File: src/rtl/std_reg_pkg.sv
// Shared types for the std_reg write/readback initiator.
// Contents: FSM state enum, response status codes, and a status classification helper.
package std_reg_pkg;

  typedef enum logic [1:0] {
    ST_IDLE  = 2'd0,
    ST_WRITE = 2'd1,
    ST_WAIT  = 2'd2,
    ST_RESP  = 2'd3
  } state_e;

  localparam logic [1:0] STATUS_OK       = 2'd0;
  localparam logic [1:0] STATUS_MISMATCH = 2'd1;
  localparam logic [1:0] STATUS_TIMEOUT  = 2'd2;

  // Any status other than OK counts toward the error statistic.
  function automatic logic is_error(input logic [1:0] status);
    return (status != STATUS_OK);
  endfunction

endpackage

File: src/rtl/std_reg_writer_if.sv
// Bundle of request, register-side and response signals of std_reg_writer.
// master: the writer (std_reg_writer) side; slave: controller + register side.
// Signals: req_valid/req_data/req_ready (request handshake), reg_in/reg_write_en/
// reg_out/reg_done (register port), resp_valid/resp_status/resp_ready (response
// handshake), write_count/error_count (statistics).
interface std_reg_writer_if #(
  parameter int WIDTH = 32,
  parameter int CNT_W = 16
);
  logic             req_valid;
  logic [WIDTH-1:0] req_data;
  logic             req_ready;
  logic [WIDTH-1:0] reg_in;
  logic             reg_write_en;
  logic [WIDTH-1:0] reg_out;
  logic             reg_done;
  logic             resp_valid;
  logic [1:0]       resp_status;
  logic             resp_ready;
  logic [CNT_W-1:0] write_count;
  logic [CNT_W-1:0] error_count;

  modport master (
    input  req_valid, req_data, reg_out, reg_done, resp_ready,
    output req_ready, reg_in, reg_write_en, resp_valid, resp_status,
           write_count, error_count
  );

  modport slave (
    output req_valid, req_data, reg_out, reg_done, resp_ready,
    input  req_ready, reg_in, reg_write_en, resp_valid, resp_status,
           write_count, error_count
  );
endinterface

File: src/rtl/sat_counter.sv
// Saturating up-counter: increments on inc, sticks at all-ones.
// Ports: clk, reset (async active-low), inc (count enable), count (current value).
module sat_counter #(
  parameter int W = 16
) (
  input  logic         clk,
  input  logic         reset,
  input  logic         inc,
  output logic [W-1:0] count
);

  logic [W-1:0] r_count;

  // Count register; holds once it reaches the maximum value.
  always_ff @(posedge clk or negedge reset) begin
    if (!reset) begin
      r_count <= {W{1'b0}};
    end else if (inc && (r_count != {W{1'b1}})) begin
      r_count <= r_count + W'(1);
    end
  end

  assign count = r_count;

endmodule

File: src/rtl/std_reg_writer.sv
// Initiator for a std_reg: takes a write request, pulses write_en once, waits
// for done, reads back out and reports OK / MISMATCH / TIMEOUT on a held
// response handshake, while keeping saturating write and error counters.
// Ports: clk, reset (async active-low), bus (std_reg_writer_if.master).
module std_reg_writer
  import std_reg_pkg::*;
#(
  parameter int WIDTH   = 32,
  parameter int TIMEOUT = 8,
  parameter int CNT_W   = 16
) (
  input  logic             clk,
  input  logic             reset,
  std_reg_writer_if.master bus
);

  // Counter only needs to reach TIMEOUT-1.
  localparam int             TW        = (TIMEOUT > 2) ? $clog2(TIMEOUT) : 1;
  localparam logic [TW-1:0]  TCNT_LAST = TW'((TIMEOUT > 0) ? (TIMEOUT - 1) : 0);

  state_e           r_state;
  state_e           w_next_state;
  logic [WIDTH-1:0] r_data;
  logic [1:0]       r_status;
  logic [1:0]       w_next_status;
  logic [TW-1:0]    r_tcnt;
  logic             w_expired;
  logic             w_resp_accept;
  logic             w_inc_error;

  assign w_expired = (TIMEOUT != 0) && (r_tcnt == TCNT_LAST);

  // Next-state and status decision; done wins over a same-cycle expiry.
  always_comb begin
    w_next_state  = r_state;
    w_next_status = r_status;
    w_resp_accept = 1'b0;
    case (r_state)
      ST_IDLE: begin
        if (bus.req_valid) begin
          w_next_state = ST_WRITE;
        end else begin
          w_next_state = ST_IDLE;
        end
      end
      ST_WRITE: begin
        w_next_state = ST_WAIT;
      end
      ST_WAIT: begin
        if (bus.reg_done) begin
          w_next_state  = ST_RESP;
          w_next_status = (bus.reg_out == r_data) ? STATUS_OK : STATUS_MISMATCH;
        end else if (w_expired) begin
          w_next_state  = ST_RESP;
          w_next_status = STATUS_TIMEOUT;
        end else begin
          w_next_state = ST_WAIT;
        end
      end
      ST_RESP: begin
        if (bus.resp_ready) begin
          w_next_state  = ST_IDLE;
          w_resp_accept = 1'b1;
        end else begin
          w_next_state = ST_RESP;
        end
      end
      default: begin
        w_next_state = ST_IDLE;
      end
    endcase
  end

  // State register.
  always_ff @(posedge clk or negedge reset) begin
    if (!reset) begin
      r_state <= ST_IDLE;
    end else begin
      r_state <= w_next_state;
    end
  end

  // Latched write data, response status and WAIT-cycle counter.
  always_ff @(posedge clk or negedge reset) begin
    if (!reset) begin
      r_data   <= {WIDTH{1'b0}};
      r_status <= STATUS_OK;
      r_tcnt   <= {TW{1'b0}};
    end else begin
      r_status <= w_next_status;
      if ((r_state == ST_IDLE) && bus.req_valid) begin
        r_data <= bus.req_data;
      end
      if (r_state == ST_WRITE) begin
        r_tcnt <= {TW{1'b0}};
      end else if ((r_state == ST_WAIT) && !bus.reg_done && !w_expired && (TIMEOUT != 0)) begin
        r_tcnt <= r_tcnt + TW'(1);
      end
    end
  end

  assign w_inc_error = w_resp_accept && is_error(r_status);

  // Outputs come straight from registers or state decode.
  assign bus.req_ready    = (r_state == ST_IDLE);
  assign bus.reg_write_en = (r_state == ST_WRITE);
  assign bus.resp_valid   = (r_state == ST_RESP);
  assign bus.reg_in       = r_data;
  assign bus.resp_status  = r_status;

  sat_counter #(.W(CNT_W)) u_write_cnt (
    .clk   (clk),
    .reset (reset),
    .inc   (w_resp_accept),
    .count (bus.write_count)
  );

  sat_counter #(.W(CNT_W)) u_error_cnt (
    .clk   (clk),
    .reset (reset),
    .inc   (w_inc_error),
    .count (bus.error_count)
  );

endmodule

File: src/flat_wrapper.sv
// flat-port wrapper written by rule: the top's interface ports become plain ports
module std_reg_writer_flat import std_reg_pkg::*;
#(
  parameter int WIDTH   = 32,
  parameter int TIMEOUT = 8,
  parameter int CNT_W   = 16
)
  (clk, reset, bus_req_valid, bus_req_data, bus_reg_out, bus_reg_done, bus_resp_ready, bus_req_ready, bus_reg_in, bus_reg_write_en, bus_resp_valid, bus_resp_status, bus_write_count, bus_error_count);
  std_reg_writer_if #(.WIDTH(WIDTH), .CNT_W(CNT_W)) bus_i ();
  input  logic clk;
  input  logic reset;
  input wire logic [$bits(bus_i.req_valid)-1:0] bus_req_valid;
  input wire logic [$bits(bus_i.req_data)-1:0] bus_req_data;
  input wire logic [$bits(bus_i.reg_out)-1:0] bus_reg_out;
  input wire logic [$bits(bus_i.reg_done)-1:0] bus_reg_done;
  input wire logic [$bits(bus_i.resp_ready)-1:0] bus_resp_ready;
  output wire logic [$bits(bus_i.req_ready)-1:0] bus_req_ready;
  output wire logic [$bits(bus_i.reg_in)-1:0] bus_reg_in;
  output wire logic [$bits(bus_i.reg_write_en)-1:0] bus_reg_write_en;
  output wire logic [$bits(bus_i.resp_valid)-1:0] bus_resp_valid;
  output wire logic [$bits(bus_i.resp_status)-1:0] bus_resp_status;
  output wire logic [$bits(bus_i.write_count)-1:0] bus_write_count;
  output wire logic [$bits(bus_i.error_count)-1:0] bus_error_count;
  assign bus_i.req_valid = bus_req_valid;
  assign bus_i.req_data = bus_req_data;
  assign bus_i.reg_out = bus_reg_out;
  assign bus_i.reg_done = bus_reg_done;
  assign bus_i.resp_ready = bus_resp_ready;
  assign bus_req_ready = bus_i.req_ready;
  assign bus_reg_in = bus_i.reg_in;
  assign bus_reg_write_en = bus_i.reg_write_en;
  assign bus_resp_valid = bus_i.resp_valid;
  assign bus_resp_status = bus_i.resp_status;
  assign bus_write_count = bus_i.write_count;
  assign bus_error_count = bus_i.error_count;
  std_reg_writer #(.WIDTH(WIDTH), .TIMEOUT(TIMEOUT), .CNT_W(CNT_W)) u_core (.clk(clk), .reset(reset), .bus(bus_i));
endmodule
File: config.mk
export PLATFORM = sky130hd
export DESIGN_NAME = std_reg_writer_flat
export DESIGN_NICKNAME = d
export VERILOG_FILES = /design/src/rtl/std_reg_pkg.sv /design/src/rtl/std_reg_writer_if.sv /design/src/rtl/sat_counter.sv /design/src/rtl/std_reg_writer.sv /design/src/flat_wrapper.sv
export SDC_FILE = /design/constraint.sdc
export NUM_CORES = 1
export LEC_CHECK = 0
export BUFFER_PORTS_ARGS = -buffer_cell sky130_fd_sc_hd__buf_4
export CAP_MARGIN = 20
export CORE_UTILIZATION = 45
export CTS_CLUSTER_SIZE = 28
export DETAILED_ROUTE_END_ITERATION = 12
export GPL_TIMING_DRIVEN = 1
export HOLD_SLACK_MARGIN = 0.15
export PLACE_DENSITY = 0.82
export SETUP_SLACK_MARGIN = 0.1
export SLEW_MARGIN = 20
export SYNTH_ARGS = -nofsm -noshare
export SYNTH_HDL_FRONTEND = slang
export SYNTH_HIERARCHICAL = 1
export SYNTH_SLANG_ARGS = --single-unit
File: constraint.sdc
create_clock -name clk -period 2.75 [get_ports clk]
set_input_delay 0 -clock clk [delete_from_list [all_inputs] [get_ports clk]]
set_output_delay 0 -clock clk [all_outputs]
set_load 0.02 [all_outputs]
==> metrics.yaml, run 1 <==
status:
  status: "finished, final reports clean"
power:
  p_int_mw: 2.93
  cellLeakagePower_nw: 2.50
  p_switching_mw: 1.82
  power_frac_seq_pct: 38.7
  pwr-share-clk_pct: 15.5
  power-per-cell-area_nw_per_um2: 880
  combPwrFrac_pct: 45.8
  switching_share_pct: 38.3
  vdd_ir_drop_max_uv: 336
  total_power_mw: 4.75
timing:
  max-slew-margin-rel_pct: 40.3
  fin_setup_tns_ns: 0
  finalHoldViolations: 0
  tightest_slew_ns: 0.896
  setup_viol: 0
  setup_ws_ns: 0.633
  holdWs_ns: 0.233
  period_minus_slack_ns: 2.12
  slew_viol_final: 0
  fin_skew_ns: 0.0114
  fmax_ghz: 0.472
  fin_crit_sh_pct: 77.0
  rsz0062_at_grt: "no"
global_route:
  grt_start_max_net_pins: 72
  grt_pass1_vias: 3061
  grt_pass1_wl_mm: 15.7
  gr-usage-all-layers_pct: 23.4
  overflow: 0
  antenna_found_initial: 0
floorplan:
  ioPinCount: 138
  fp-row-count: 33
  core_um2: 8180
  die_x_um: 93.7
  chipHeight_um: 93.7
  start_util_pct: 46.3
  dieArea_um2: 8770
placed_design:
  placed_cell_area_um2: 4870
  hpwlAfterDp_mm: 6.62
  place_ws_ns: 0.676
  dp.cells: 531
  port_buffers: 137
  place_congestion: 0.862
cells_and_area:
  area_delta_synth_final_pct: 42.6
  drive_above_1_share_pct: 44.0
  instances_no_fill: 582
  final_area_um2: 5390
  post-route-util_pct: 65.9
  fillers: 597
  fin_nets: 545
  diodes: 0
hold_path:
  worstHoldPathType: "input pin to register"
setup_path:
  worst_ep_required_time_ns: 2.95
  cp_slowest_cell: "dfrtp_1"
  critPathMaxFanout: 14
  cp-start-kind: "register"
  cpPeakStageDelay_ns: 0.56
  cp.arrival_ns: 2.32
  end_kind: "register"
  critPathKind: "register to register"
  path_cells: "and3_2 -> o21a_1 -> nand2_1 -> nor3_2 -> nand4_1 -> xnor2_1"
yosys:
  synth_seq_area_share_pct: 47.0
  synth_seq_cells: 71
  synth-warning-count: 6
  synth_nets: 367
  synth_cell_types: 41
  avgSynthCellArea_um2: 12.9
  syn-cell-area_um2: 3780
  synth_cells: 294
drt:
  drc: 0
  first_pass_iters: 4
  wl_met1_mm: 4.23
  wire_per_inst_um: 17.5
  route.met3.wl_um: 719
  ant_nets: 0
  vias_per_cell: 5.41
  dr_wl_met2_mm: 5.08
  topRoutingLayerUsed: "met4"
  drt_iter0_drc: 122
  drt_wl_total_mm: 10.2
  vias: 3149
run:
  drv_cap: 0
clock_tree:
  cts_root_buf: "clkbuf_8"
  cts_sinks: 71
  cts_setup_buffers: 0
  numCtsBuffers: 9
  clockBufferDepth: 2
  clk_latency_ns: 0.33
  htreeDepth: 3
  clk_pin_slew_ns: 0.07
  cts_tree: "yes"
power groups by stage:
stage	registers, mW	clock network, mW	logic, mW
3_5_place_dp	1.84	0	2.09
6_report	1.84	0.734	2.17
4_1_cts	1.82	0.755	2.15
3_3_place_gp	1.82	0	2.05
2_1_floorplan	2.12	0	1.00
5_1_grt	1.89	0.811	2.30
repair_timing:
item / CTS / global route
resized for setup: 0 / 0
hold buffers: 35 / 0
endpoints found under the setup margin: 0 / 0
hold endpoints to repair: 110 / 0
kinds of logic after synthesis:
family                   Yosys count  synth area share [%]
AO/OA/AOI/OAI                     42                  8.11
XOR/XNOR                          46                  10.7
adder cells (fa/ha/maj)            4                  1.32
buffers and inverters              6                  2.08
flip-flops                        71                  47.0
multiplexers                      34                  13.0
AND/OR/NAND/NOR                   91                  17.8
worst paths after layout:
path | slack (ns) | startpoint | end | cells after the start
worst max-delay path | 0.63 | u_core/r_state[1] | u_core/u_error_cnt/count[10] | 6
worst min-delay path | 0.23 | bus_reg_out[14] | u_core/bus.resp_status[0] | 6
worst max register to register | 0.63 | u_core/r_state[1] | u_core/u_error_cnt/count[10] | 6
worst min register to register | 0.53 | u_core/u_write_cnt/count[15] | u_core/u_write_cnt/count[15] | 1
max in group asynchronous | 1.83 | reset | u_core/u_error_cnt/count[9] | 2
min in group asynchronous | 0.33 | reset | u_core/u_error_cnt/count[6] | 2
worst max-delay path, delay by kind of cell, from the launching register on:
family / cells / cell delay, ns
flip-flops: 1 / 0.56
AND/OR/NAND/NOR: 4 / 0.96
XOR/XNOR: 1 / 0.16
AO/OA/AOI/OAI: 1 / 0.30
cells in the mapped netlist, drive strengths merged:
cell    count  share of area [%]
a21oi       8                1.1
a31o        1               0.23
a31oi       8                1.3
a32o        2               0.53
a32oi       2               0.46
and2        2               0.43
and2b       1               0.23
and3        5               0.86
and4        6                1.6
and4b       2               0.53
buf         4                1.9
clkbuf      1              0.099
dfrtp      71                 47
ha          4                1.3
inv         1              0.099
mux2       34                 13
nand2      13                1.3
nand3      14                2.5
nand4      28                5.8
nor2       10                1.2
nor2b       2               0.33
nor3        2               0.53
nor4        6                2.6
o211ai      2               0.40
o21a       11                2.2
o21ai       6               0.79
o31ai       2                1.1
xnor2      42                9.7
xor2        4               0.93
final cells by class:
cell class / count / area (um2) / area share, %
clock inverters: 4 / 20.0 / 0.371
multi-input cells: 217 / 1930 / 35.7
well taps: 105 / 131 / 2.44
repair buffers: 172 / 1380 / 25.6
flip-flops and latches: 71 / 1780 / 33.0
clock buffers: 12 / 155 / 2.88
inverters: 1 / 3.75 / 0.0696
cells in the final DEF, fill, tap and decap left out, drive strengths merged, types with 4 or more instances in the layout:
cell / netlist / final
xnor2: 42 / 42
nand3: 14 / 14
ha: 4 / 4
and4: 6 / 6
o21ai: 6 / 6
a31oi: 8 / 8
dfrtp: 71 / 71
xor2: 4 / 4
and3: 5 / 5
nand4: 28 / 28
a21oi: 8 / 8
buf: 4 / 137
clkbuf: 1 / 12
clkinv: 0 / 4
nor4: 6 / 6
mux2: 34 / 34
nor2: 10 / 10
nand2: 13 / 13
o21a: 11 / 11
dlygate4sd3: 0 / 35
registers in the layout (all words and copies together) (netlist names):
register                  cells
u_core/bus.resp_status        2
u_core/bus.reg_in            32
u_core/u_error_cnt/count     16
u_core/r_tcnt                 3
u_core/u_write_cnt/count     16
u_core/r_state                2
per-layer routing:
metal	vias to the layer above	global-route usage [%]
met4	0	7.18
met1	1547	30.1
li1	1460	-
met5	-	0
met2	130	39.8
met3	12	4.45
(Power assumes the default switching activity.)
==> run 2: changes to the inputs <==
Clock period 2.75 ns to 2.1 ns, I/O delays scaled along.
==> run 2 against run 1 <==
Final area increased by 2.1%; sequential power grew 30%; maximum frequency grew 4.4%; worst hold slack got worse by 0.0052 ns; via count up 1.3%; count of clock-buffer cells in the layout fell by 1; clock power increased by 69%; global-route usage is 0.64 points higher; critical path depth fell by 1; critical path type unchanged; largest cell class unchanged.
==> metrics.yaml, run 2 (same netlist as run 1, synthesis figures left out) <==
floorplan:
  dieArea_um2: 8770  # unchanged
  ioPinCount: 138  # unchanged
  core_um2: 8180  # unchanged
  start_util_pct: 46.3  # unchanged
  die_x_um: 93.7  # unchanged
  chipHeight_um: 93.7  # unchanged
  fp-row-count: 33  # unchanged
global_route:
  antenna_found_initial: 0  # unchanged
  grt_pass1_wl_mm: 16.0  # +2.1%
  grt_most_used_layer: "met2"
  met3_usage_pct: 4.94  # +0.49 points
  grt_start_max_net_pins: 72  # unchanged
  grtUsageMet2_pct: 42.2  # +2.4 points
  met1_usage_pct: 28.6  # -1.5 points
  grt_pass1_vias: 3173  # +3.7%
  overflow: 0  # unchanged
  gr-usage-all-layers_pct: 24.0  # +0.64 points
clock_tree:
  cts_tree: "yes"
  htreeDepth: 3  # unchanged
  numCtsBuffers: 9  # unchanged
  cts_root_buf: "clkbuf_8"
  cts_sinks: 71  # unchanged
  clk_pin_slew_ns: 0.08  # about the same
  clockBufferDepth: 2  # unchanged
  clk_latency_ns: 0.33  # about the same
setup_path:
  critPathMaxFanout: 3  # -11
  r2r_slack_ns: 0.07  # -0.56 ns
  end_kind: "register"
  worst_ep_required_time_ns: 2.32  # -0.63 ns
  cp-start-kind: "register"
  critPathKind: "register to register"
  cp.arrival_ns: 2.25  # -0.07 ns
placed_design:
  place_congestion: 0.801  # -7.0%
  hpwlAfterDp_mm: 6.75  # +1.9%
  place_ws_ns: 0.304  # -0.372 ns
  port_buffers: 137  # unchanged
cells_and_area:
  final_cell_mix: "buf_4, dfrtp_1, xnor2_1"
  diodes: 0  # unchanged
  fillers: 600  # +0.50%
  largest_register_ffs: 32  # unchanged
  multi_input_area_um2: 1930  # unchanged
  fin_nets: 551  # +1.1%
  area_delta_synth_final_pct: 45.6
  drive_above_1_share_pct: 44.9  # +0.90 points
  seq_area_um2: 1780  # unchanged
  post-route-util_pct: 67.3  # +1.4 points
  final_common_cell: "buf_4"
timing:
  rsz0062_at_grt: "no"
  slew_viol_final: 0  # unchanged
  fin_skew_ns: 0.00920  # -0.00218 ns
  finalHoldViolations: 0  # unchanged
  period_minus_slack_ns: 2.03  # -0.0884 ns
  fin_crit_sh_pct: 96.6  # +20 points
  setup_viol: 0  # unchanged
  tightest_slew_ns: 0.913  # +0.0174 ns
  max-slew-margin-rel_pct: 39.1  # -1.2 points
  fmax_ghz: 0.493  # +4.4%
  holdWs_ns: 0.227  # -0.00520 ns
  setup_ws_ns: 0.0710  # -0.562 ns
  fin_setup_tns_ns: 0  # unchanged
drt:
  ant_nets: 0  # unchanged
  vias_per_cell: 5.43  # +0.30%
  drt_wl_total_mm: 10.5  # +3.2%
  vias: 3191  # +1.3%
  first_pass_iters: 4  # unchanged
  drc: 0  # unchanged
  wire_per_inst_um: 17.8  # +2.1%
  drt_iter0_drc: 96  # -21%
power:
  cellLeakagePower_nw: 2.55  # +2.0%
  total_power_mw: 6.59  # +39%
  vdd_ir_drop_max_uv: 423  # +26%
  power-per-cell-area_nw_per_um2: 1200  # +36%
status:
  status: "finished, final reports clean"
hold_path:
  worstHoldPathType: "input pin to register"
run:
  drv_cap: 0  # unchanged
## run 2: repair_timing
action	in CTS	in global routing
hold buffers	35	0
endpoints found under the hold margin	109	0
resized for setup	0	0
buffers inserted	0	0
## run 2: final cells by class
class / instances / area share, %
tap: 105 / 2.39
sequential: 71 / 32.3
clock buffer: 11 / 2.75
clock inverter: 5 / 1.45
timing repair buffer: 178 / 26.1
inverter: 1 / 0.0682
multi-input combinational: 217 / 35.0
## run 2: routing by layer
layer  part of all wire [%]  wire [um]
met4                    2.4        256
met2                     50       5250
met1                     40       4240
met5                      0          0
met3                    7.1        747
## run 2: worst max-delay path, stage by stage (launching register included)
cell	delay [ns]
dfrtp_1	0.42
xnor2_1	0.28
nand4_1	0.18
nor4_1	0.58
nand2_1	0.15
a32o_1	0.29
## run 2: worst paths after layout
| kind | startpoint | end | cells after the start |
|---|---|---|---|
| max | u_core/bus.reg_in[9] | u_core/bus.resp_status[0] | 5 |
| min | bus_reg_out[8] | u_core/bus.resp_status[0] | 6 |
| max reg2reg | u_core/bus.reg_in[9] | u_core/bus.resp_status[0] | 5 |
| min reg2reg | u_core/u_error_cnt/count[15] | u_core/u_error_cnt/count[15] | 1 |
| max in group asynchronous | reset | u_core/bus.reg_in[29] | 2 |
| min in group asynchronous | reset | u_core/u_error_cnt/count[6] | 2 |
## run 2: metrics by stage
step / instances / cell area, um2
3_5_place_dp: 537 / 4920
2_1_floorplan: 294 / 3780
4_1_cts: 588 / 5510
5_1_grt: 588 / 5510
3_3_place_gp: 537 / 4920
6_report: 588 / 5510
## run 2: power breakdown
group	leakage (nW)	internal, mW	switching [mW]
combinational	1.54	1.58	1.38
clock	0.112	0.732	0.512
sequential	0.902	1.82	0.574
total	2.55	4.13	2.47
